`src/rtl/nand_dq_delay_calib_pkg.sv`:
```
// Shared definitions for the NAND PHY DQ input-delay calibration.
//   - Calibration FSM state encoding.
//   - Default widths, timing constants and the training word. The IODELAY
//     instantiation uses the same tap-count constants.
package nand_dq_delay_calib_pkg;

    localparam int unsigned DEF_DQ_W        = 8;
    localparam int unsigned DEF_TAP_W       = 5;
    localparam int unsigned DEF_NUM_TAPS    = 1 << DEF_TAP_W;
    localparam int unsigned DEF_SETTLE_CYC  = 16;
    localparam int unsigned DEF_NUM_SAMPLES = 64;
    localparam int unsigned DEF_TIMEOUT_CYC = 1024;
    localparam int unsigned DEF_MIN_WIN     = 4;
    localparam logic [7:0]  DEF_EXP_PATTERN = 8'hA5;

    typedef enum logic [3:0] {
        StIdle,
        StTapRst,
        StSettle,
        StSample,
        StEval,
        StStep,
        StCtrRst,
        StCtrStep,
        StCtrSettle,
        StDone,
        StErr
    } calib_state_e;

endpackage

```
`src/rtl/nand_dq_delay_calib_sampler.sv`:
```
// Per-tap training-read checker.
//   clk0, rst0   clock, async active-high reset
//   clear        hold both counters at 0 (asserted whenever the FSM is not sampling)
//   rd_data      captured DQ word
//   rd_valid     rd_data valid this cycle
//   pass         NUM_SAMPLES matching valid words seen (1-cycle pulse)
//   fail         mismatch on a valid word, or TIMEOUT_CYC cycles without passing
module nand_dq_delay_calib_sampler #(
    parameter int unsigned DQ_W        = 8,
    parameter int unsigned NUM_SAMPLES = 64,
    parameter int unsigned TIMEOUT_CYC = 1024,
    parameter logic [DQ_W-1:0] EXP_PATTERN = 8'hA5
) (
    input  logic            clk0,
    input  logic            rst0,
    input  logic            clear,
    input  logic [DQ_W-1:0] rd_data,
    input  logic            rd_valid,
    output logic            pass,
    output logic            fail
);

    localparam int unsigned CW = $clog2(NUM_SAMPLES + 1);
    localparam int unsigned TW = $clog2(TIMEOUT_CYC + 1);

    logic [CW-1:0] samp_cnt_q;
    logic [TW-1:0] tmo_cnt_q;
    logic          match;
    logic          samp_last;
    logic          tmo_last;

    assign match     = (rd_data == EXP_PATTERN);
    assign samp_last = rd_valid && match && (samp_cnt_q == CW'(NUM_SAMPLES - 1));
    assign tmo_last  = (tmo_cnt_q == TW'(TIMEOUT_CYC - 1));

    // Completing the sample count on the final timeout cycle still counts as a pass.
    assign pass = !clear && samp_last;
    assign fail = !clear && !samp_last && ((rd_valid && !match) || tmo_last);

    always_ff @(posedge clk0 or posedge rst0) begin
        if (rst0) begin
            samp_cnt_q <= '0;
            tmo_cnt_q  <= '0;
        end else if (clear) begin
            samp_cnt_q <= '0;
            tmo_cnt_q  <= '0;
        end else begin
            if (rd_valid && match) begin
                samp_cnt_q <= samp_cnt_q + CW'(1);
            end
            tmo_cnt_q <= tmo_cnt_q + TW'(1);
        end
    end

endmodule

```
`src/rtl/nand_dq_delay_calib.sv`:
```
// Post-reset DQ input-delay calibration for the NAND PHY.
// Sweeps the DQ IODELAY across all taps, finds the first passing window of
// at least MIN_WIN taps and parks the delay at the window centre.
//   clk0, rst0          PHY clock, async active-high reset
//   start               1-cycle pulse: begin (or re-run) calibration when not busy
//   rd_data, rd_valid   captured training word and its valid strobe
//   pat_req             controller must stream training reads while high
//   dly_rst             IODELAY load-to-tap-0 pulse
//   dly_ce, dly_inc     IODELAY step pulse and direction (always increment)
//   tap_cur             tap currently programmed into the IODELAY
//   win_start, win_end  accepted window bounds
//   busy, done, err     status to the NAND controller
module nand_dq_delay_calib
    import nand_dq_delay_calib_pkg::*;
#(
    parameter int unsigned DQ_W        = DEF_DQ_W,
    parameter int unsigned TAP_W       = DEF_TAP_W,
    parameter int unsigned SETTLE_CYC  = DEF_SETTLE_CYC,
    parameter int unsigned NUM_SAMPLES = DEF_NUM_SAMPLES,
    parameter int unsigned TIMEOUT_CYC = DEF_TIMEOUT_CYC,
    parameter int unsigned MIN_WIN     = DEF_MIN_WIN,
    parameter logic [DQ_W-1:0] EXP_PATTERN = DEF_EXP_PATTERN
) (
    input  logic             clk0,
    input  logic             rst0,
    input  logic             start,
    input  logic [DQ_W-1:0]  rd_data,
    input  logic             rd_valid,
    output logic             pat_req,
    output logic             dly_rst,
    output logic             dly_ce,
    output logic             dly_inc,
    output logic [TAP_W-1:0] tap_cur,
    output logic [TAP_W-1:0] win_start,
    output logic [TAP_W-1:0] win_end,
    output logic             busy,
    output logic             done,
    output logic             err
);

    localparam int unsigned NUM_TAPS = 1 << TAP_W;
    localparam int unsigned SW       = $clog2(SETTLE_CYC + 1);
    localparam logic [TAP_W-1:0] LAST_TAP    = TAP_W'(NUM_TAPS - 1);
    localparam logic [SW-1:0]    SETTLE_LAST = SW'(SETTLE_CYC - 1);
    localparam logic [TAP_W:0]   MIN_WIN_L   = (TAP_W + 1)'(MIN_WIN);

    calib_state_e     state_q, state_d;
    logic [TAP_W-1:0] tap_q, tap_d;
    logic [SW-1:0]    settle_q, settle_d;
    logic             run_open_q, run_open_d;
    logic [TAP_W-1:0] run_start_q, run_start_d;
    logic [TAP_W-1:0] win_start_q, win_start_d;
    logic [TAP_W-1:0] win_end_q, win_end_d;
    logic             tap_pass_q, tap_pass_d;

    logic             samp_clear;
    logic             samp_pass;
    logic             samp_fail;
    logic [TAP_W-1:0] eval_start;
    logic [TAP_W:0]   close_len;
    logic [TAP_W:0]   run_len;
    logic [TAP_W:0]   win_sum;
    logic [TAP_W-1:0] centre;

    assign samp_clear = (state_q != StSample);

    nand_dq_delay_calib_sampler #(
        .DQ_W        (DQ_W),
        .NUM_SAMPLES (NUM_SAMPLES),
        .TIMEOUT_CYC (TIMEOUT_CYC),
        .EXP_PATTERN (EXP_PATTERN)
    ) u_sampler (
        .clk0     (clk0),
        .rst0     (rst0),
        .clear    (samp_clear),
        .rd_data  (rd_data),
        .rd_valid (rd_valid),
        .pass     (samp_pass),
        .fail     (samp_fail)
    );

    // A passing tap either extends the open run or opens a new one here.
    assign eval_start = run_open_q ? run_start_q : tap_q;
    // Run closed by the last tap passing: it includes that tap.
    assign close_len  = (TAP_W + 1)'(NUM_TAPS) - {1'b0, eval_start};
    // Run closed by a failing tap: it ends one tap before.
    assign run_len    = {1'b0, tap_q} - {1'b0, run_start_q};
    assign win_sum    = {1'b0, win_start_q} + {1'b0, win_end_q};
    assign centre     = win_sum[TAP_W:1];

    always_comb begin
        state_d     = state_q;
        tap_d       = tap_q;
        settle_d    = '0;
        run_open_d  = run_open_q;
        run_start_d = run_start_q;
        win_start_d = win_start_q;
        win_end_d   = win_end_q;
        tap_pass_d  = tap_pass_q;
        pat_req     = 1'b0;
        dly_rst     = 1'b0;
        dly_ce      = 1'b0;

        case (state_q)
            StIdle, StDone, StErr: begin
                if (start) begin
                    state_d = StTapRst;
                end
            end
            StTapRst: begin
                dly_rst     = 1'b1;
                tap_d       = '0;
                run_open_d  = 1'b0;
                win_start_d = '0;
                win_end_d   = '0;
                state_d     = StSettle;
            end
            StSettle, StCtrSettle: begin
                settle_d = settle_q + SW'(1);
                if (settle_q == SETTLE_LAST) begin
                    settle_d = '0;
                    state_d  = (state_q == StSettle) ? StSample : StDone;
                end
            end
            StSample: begin
                pat_req = 1'b1;
                if (samp_pass) begin
                    tap_pass_d = 1'b1;
                    state_d    = StEval;
                end else if (samp_fail) begin
                    tap_pass_d = 1'b0;
                    state_d    = StEval;
                end
            end
            StEval: begin
                if (tap_pass_q) begin
                    run_open_d  = 1'b1;
                    run_start_d = eval_start;
                    if (tap_q == LAST_TAP) begin
                        if (close_len >= MIN_WIN_L) begin
                            win_start_d = eval_start;
                            win_end_d   = LAST_TAP;
                            state_d     = StCtrRst;
                        end else begin
                            state_d = StErr;
                        end
                    end else begin
                        state_d = StStep;
                    end
                end else begin
                    if (run_open_q && (run_len >= MIN_WIN_L)) begin
                        win_start_d = run_start_q;
                        win_end_d   = tap_q - TAP_W'(1);
                        state_d     = StCtrRst;
                    end else begin
                        run_open_d = 1'b0;
                        state_d    = (tap_q == LAST_TAP) ? StErr : StStep;
                    end
                end
            end
            StStep: begin
                dly_ce  = 1'b1;
                tap_d   = tap_q + TAP_W'(1);
                state_d = StSettle;
            end
            StCtrRst: begin
                dly_rst = 1'b1;
                tap_d   = '0;
                state_d = StCtrStep;
            end
            StCtrStep: begin
                if (tap_q == centre) begin
                    state_d = StCtrSettle;
                end else begin
                    dly_ce = 1'b1;
                    tap_d  = tap_q + TAP_W'(1);
                end
            end
            default: begin
                state_d = StIdle;
            end
        endcase
    end

    assign dly_inc   = dly_ce;
    assign tap_cur   = tap_q;
    assign win_start = win_start_q;
    assign win_end   = win_end_q;
    assign done      = (state_q == StDone);
    assign err       = (state_q == StErr);
    assign busy      = !(state_q == StIdle || state_q == StDone || state_q == StErr);

    always_ff @(posedge clk0 or posedge rst0) begin
        if (rst0) begin
            state_q     <= StIdle;
            tap_q       <= '0;
            settle_q    <= '0;
            run_open_q  <= 1'b0;
            run_start_q <= '0;
            win_start_q <= '0;
            win_end_q   <= '0;
            tap_pass_q  <= 1'b0;
        end else begin
            state_q     <= state_d;
            tap_q       <= tap_d;
            settle_q    <= settle_d;
            run_open_q  <= run_open_d;
            run_start_q <= run_start_d;
            win_start_q <= win_start_d;
            win_end_q   <= win_end_d;
            tap_pass_q  <= tap_pass_d;
        end
    end

endmodule

```
`config.mk`:
```
export PLATFORM = sky130hd
export DESIGN_NAME = nand_dq_delay_calib
export DESIGN_NICKNAME = d
export VERILOG_FILES = /design/src/rtl/nand_dq_delay_calib_pkg.sv /design/src/rtl/nand_dq_delay_calib_sampler.sv /design/src/rtl/nand_dq_delay_calib.sv
export SDC_FILE = /design/constraint.sdc
export NUM_CORES = 1
export LEC_CHECK = 0
export ABC_AREA = 0
export CAP_MARGIN = 20
export CELL_PAD_IN_SITES_DETAIL_PLACEMENT = 0
export CELL_PAD_IN_SITES_GLOBAL_PLACEMENT = 1
export CORE_UTILIZATION = 47
export CTS_CLUSTER_DIAMETER = 120
export DETAILED_ROUTE_END_ITERATION = 16
export GPL_TIMING_DRIVEN = 0
export MAX_ROUTING_LAYER = met4
export PLACE_DENSITY_LB_ADDON = 0.1
export SETUP_SLACK_MARGIN = 0.05
export SLEW_MARGIN = 30
export SYNTH_ARGS = -nofsm -noshare
export SYNTH_HDL_FRONTEND = slang
export SYNTH_SLANG_ARGS = --single-unit
export TNS_END_PERCENT = 30
```
`constraint.sdc`:
```
create_clock -name clk0 -period 4.3 [get_ports clk0]
set_input_delay 0.43 -clock clk0 [delete_from_list [all_inputs] [get_ports clk0]]
set_output_delay 0.43 -clock clk0 [all_outputs]
set_load 0.05 [all_outputs]
```
Yosys cells after proc, flatten, opt, wreduce, memory -nomap -nowiden
Cells that the tools add are included.

Register bits after elaboration: 49. Input port bits: 12. Output and inout bits: 22. Word-level logic and storage cells: 114.

Add/subtract/negate cells: 8. Magnitude comparators: 2. Equality and inequality tests: 26. Mux-type cells: 39. Reductions and logical operators: 29.

Operators with widths (count): two-way mux 5 bit (12); two-way mux 4 bit (11); case mux 4 bit (7 select lines) (1); case mux 5 bit (2 select lines) (2); == test 4 x 3 -> 1 bit (second input constant) (4); inequality test 3 bit (second input constant) (5); case mux 5 bit (3 select lines) (1); two-way mux 7 bit (2); == test 4 bit (second input constant) (3); >= comparator 6 x 3 -> 1 bit (second input constant) (2); adder 11 x 1 -> 11 bit (second input constant) (1); == test 11 x 10 -> 1 bit (second input constant) (1); two-way mux 11 bit (1); adder 5 x 1 -> 5 bit (second input constant) (2); == test 4 x 2 -> 1 bit (second input constant) (2); == test 8 bit (second input constant) (1); inequality test 2 bit (second input constant) (4); AND reduction 2 bit (4); AND reduction 4 bit (2); adder 7 x 1 -> 7 bit (second input constant) (1); == test 7 x 6 -> 1 bit (second input constant) (1); logical AND 1 bit (7); two-way mux 1 bit (7); adder 5 x 5 -> 6 bit (1); 16 further kinds (26).

Logic depth before layout (Yosys ltp)
Depth after elaboration: 9. Mapped depth: 11. Gate-level depth less buffers: 11.

By module
Synthesis repeated with hierarchy kept, for this count alone.

Cell total of the unflattened synthesis: 337. Area total of the unflattened synthesis: 3086.7 um^2.

Modules (own cells, without submodules): nand_dq_delay_calib (times used 1, cells each 251, area an instance 2198.4 um^2, sequential area each 775.7 um^2); nand_dq_delay_calib_sampler (times used 1, cells each 86, area an instance 888.4 um^2, sequential area each 450.4 um^2).

Worst setup path after synthesis
No wires, ideal clock.

Path kind: reg-to-output. From: reg win_start_q[1], in the netlist win_start[1]. To: out dly_inc. Data arrival time: 3.233 ns. Required time: 3.870 ns. Slack: 0.637 ns. Cell stages (with the launch flop): 10. Buffers on the path: 1. Cells stage by stage: dfrtp_1 -> inv_1 -> fa_1 -> xor3_1 -> nand2_1 -> a2111oi_4 -> a311oi_2 -> nand2b_2 -> nor2_1 -> buf_4.

Word-level cells in the longest chain between the ends: 4.

Ends and longest elaborated chain: start, declared (RTL line nand_dq_delay_calib.sv:52) `logic [TAP_W-1:0] win_start_q, win_start_d;`; start signal, assigned (RTL line nand_dq_delay_calib.sv:209) `win_start_q <= win_start_d;`; adder 5 x 5 -> 6 bit (RTL line nand_dq_delay_calib.sv:88) `assign win_sum = {1'b0, win_start_q} + {1'b0, win_end_q};`; == test 5 bit (RTL line nand_dq_delay_calib.sv:172) `if (tap_q == centre) begin`; two-way mux 1 bit (RTL line nand_dq_delay_calib.sv:172); case mux 1 bit (2 select lines) (RTL line nand_dq_delay_calib.sv:104) `case (state_q)`; end, declared (RTL line nand_dq_delay_calib.sv:32) `output logic dly_inc,`.

No other way between the ends.

Worst setup path in the final report
From: reg win_end_q[3], in the netlist win_end[3]. To: out dly_inc.

Word-level cells in the longest chain between the ends: 4.

Ends and longest elaborated chain: start, declared (RTL line nand_dq_delay_calib.sv:53) `logic [TAP_W-1:0] win_end_q, win_end_d;`; start signal, assigned (RTL line nand_dq_delay_calib.sv:210) `win_end_q <= win_end_d;`; adder 5 x 5 -> 6 bit (RTL line nand_dq_delay_calib.sv:88); == test 5 bit (RTL line nand_dq_delay_calib.sv:172); two-way mux 1 bit (RTL line nand_dq_delay_calib.sv:172); case mux 1 bit (2 select lines) (RTL line nand_dq_delay_calib.sv:104).

No other way between the ends.

==> results.cfg <==
[setup_path]
crit_path_end_kind = primary output
cp.required_ns = 3.87
worstSetupStartpointType = flop
worstSetupPathType = flop to primary output
r2r-start = tap_cur[1]
cp_max_fo = 8
crit_chain = ha_1 -> and3b_1 -> or3_1 -> a2111oi_4 -> a311oi_2 -> nand2b_2 -> nor2_1 -> buf_4 -> clkdlybuf4s50_1
arrival_ns = 3.49
ff2ff_path_depth = 9
max_stage_delay_ns = 0.69
cpMaxStageDelayCell = clkdlybuf4s50_1
setup.worst_path.end = dly_inc
timing.rr.end = win_start[0]
reg2reg_slack_ns = 1.54
cp-startpoint = win_end[3]
crit_buf_inv = 2
cp.depth = 9
cp_top_family = simple AND/OR/NAND/NOR gates

[place]
portBuffers = 33
place_inst = 441
gp_congestion = 0.794
place_hpwl_mm = 5.08
placedInstanceArea_sq_mm = 0.00353
post-place-ws_ns = 0.715

[sta]
maxSlewHeadroom_pct = 54.2
fin_skew_ns = 0.0102
setup_viol = 0
finalHoldViolations = 0
period_needed_ns = 3.92
period_share_pct = 91.1
worst_slew_pin_slew_ns = 0.687
setup_tns_ns = 0
layout_setup_ws_ns = 0.384
drv_slew = 0
max_freq_mhz = 255
rsz0062_at_grt = no
timing.hold.ws_ns = 0.400

[clocking]
cts_setup_buffers = 0
clk-insertion-delay-late_ns = 0.31
cts_buffer_depth = 2
cts_tree = yes
cts_hold_buf = 0
clkSinkCount = 49
clk_pin_slew_ns = 0.10
cts_max_level = 2
cts_buffers = 5
ctsResizeCount = 0
root_buffer = clkbuf_8

[layout]
finish.instance_area_sq_mm = 0.00362
mostFrequentLayoutCell = dfrtp_1
final_net_count = 400
area_growth_pct = 17.5
fin_cells = 449
drive_gt1_share_pct = 10.5
nFillCells = 587
antennaDiodeCount = 0
fin_util_pct = 57.0
layout_common_cells = 49 x dfrtp_1, 38 x nor2_1, 33 x clkdlybuf4s50_1

[die]
row_count = 29
die_x_microns = 83.0
initial_core_util_pct = 48.5
ios = 34
dieArea_sq_mm = 0.00688
core_region_area_sq_mm = 0.00635
die_y_microns = 83.0

[power_and_ir_drop]
p_leak_nw = 1.53
power_density_mw_per_mm2 = 575
ir_drop_uv = 511
total_power_mw = 2.08

[routing]
top_layer = met4
drtAntennaViolNets = 0
met2_length_mm = 2.95
wl_met3_microns = 189
drt_iter0_drc = 168
routedWlPerCell_microns = 15.2
vias = 2475
vias_per_cell = 5.51
drt_pre_antenna_iters = 5
drc_errors = 0
wl_met1_mm = 3.58
wl_mm = 6.81

[logic_synthesis]
netlist_area_sq_mm = 0.00308
yosysSeqAreaShare_pct = 39.8
synth.ff_latch_count = 49
ys_async_sr_fraction_pct = 100
synthCells = 330
synth_nets = 359
netlist-cell-type-count = 56
postSynthAreaPerCell_sq_um = 9.34
yosysWarnings = 0
synth_flop_cell = dfrtp_1
synth_edf_count = 0

[grt]
overflow = 0
grt_pass1_wl_mm = 11.9
grt_max_degree = 33
grt_use_total_pct = 22.1
antenna_found_initial = 0
grt_pass1_vias = 2389

[hold_path]
hold_class = input pin to async pin

[run_status]
status = complete, no violations

[flow_run]
drv_cap = 0
logic make-up after synthesis:
family / share of synthesized area, %
buffers and inverters: 4.63
AOI/OAI and AO/OA: 13.2
DFF: 39.8
adders and majority gates: 7.39
xor gates and xnor gates: 7.02
and+or+nand+nor: 23.0
muxes: 4.99
routing by layer:
metal	vias to the layer above	GRT usage, %
met2	43	30.0
met4	0	6.11
met1	1197	34.3
li1	1229	-
met5	-	-
met3	6	2.88
state kept, by name, summed over array words and instances (netlist names):
| register | cells |
|---|---|
| win_end | 5 |
| run_open_q | 1 |
| state_q | 4 |
| win_start | 5 |
| settle_q | 5 |
| u_sampler.tmo_cnt_q | 11 |
| run_start_q | 5 |
| u_sampler.samp_cnt_q | 7 |
| tap_cur | 5 |
| tap_pass_q | 1 |
worst min path at each step:
stage	start	endpoint	slack (ns)
floorplan	settle_q[0]	settle_q[0]	0.43
global placement	settle_q[0]	settle_q[0]	0.46
detailed placement	settle_q[0]	settle_q[0]	0.47
CTS	rst0	run_start_q[1]	0.40
global route	rst0	win_start[2]	0.42
finish	rst0	run_start_q[1]	0.40
area by class of cell:
type | instances | area (sq um) | share of cell area [%]
plain buffers | 16 | 82.6 | 2.28
clock buffers | 5 | 68.8 | 1.90
clock inverters | 3 | 22.5 | 0.622
inverters | 16 | 62.6 | 1.73
multi-input cells | 249 | 1710 | 47.3
flip-flops and latches | 49 | 1230 | 33.9
well taps | 77 | 96.3 | 2.66
repair buffers | 34 | 350 | 9.67
power by group:
group / switching (mW) / internal (mW)
Sequential: 0.0690 / 0.525
Clock: 0.168 / 0.116
Combinational: 0.749 / 0.456
cells in the mapped netlist (3+ instances only):
cell      count  area [sq um]
nor3_1        7          35.0
and4bb_2      3          37.5
o22a_1        4          35.0
xnor2_1      11          96.3
dfrtp_1      49          1230
mux2i_1       3          30.0
nand2_1      29           109
and3_1        5          31.3
o21a_1        4          30.0
a21o_1        3          22.5
nor2b_1       6          37.5
clkbuf_1      9          33.8
nor2_1       38           143
mux2_2       11           124
nand2b_1      5          31.3
or3_1         6          37.5
o21ai_0      22           110
nand3b_1      4          30.0
inv_1        16          60.1
nand4_1       5          31.3
nand3_1      10          50.1
xor2_1       11          96.3
a21oi_1      16          80.1
ha_1         15           188
(Power assumes the default switching activity.)
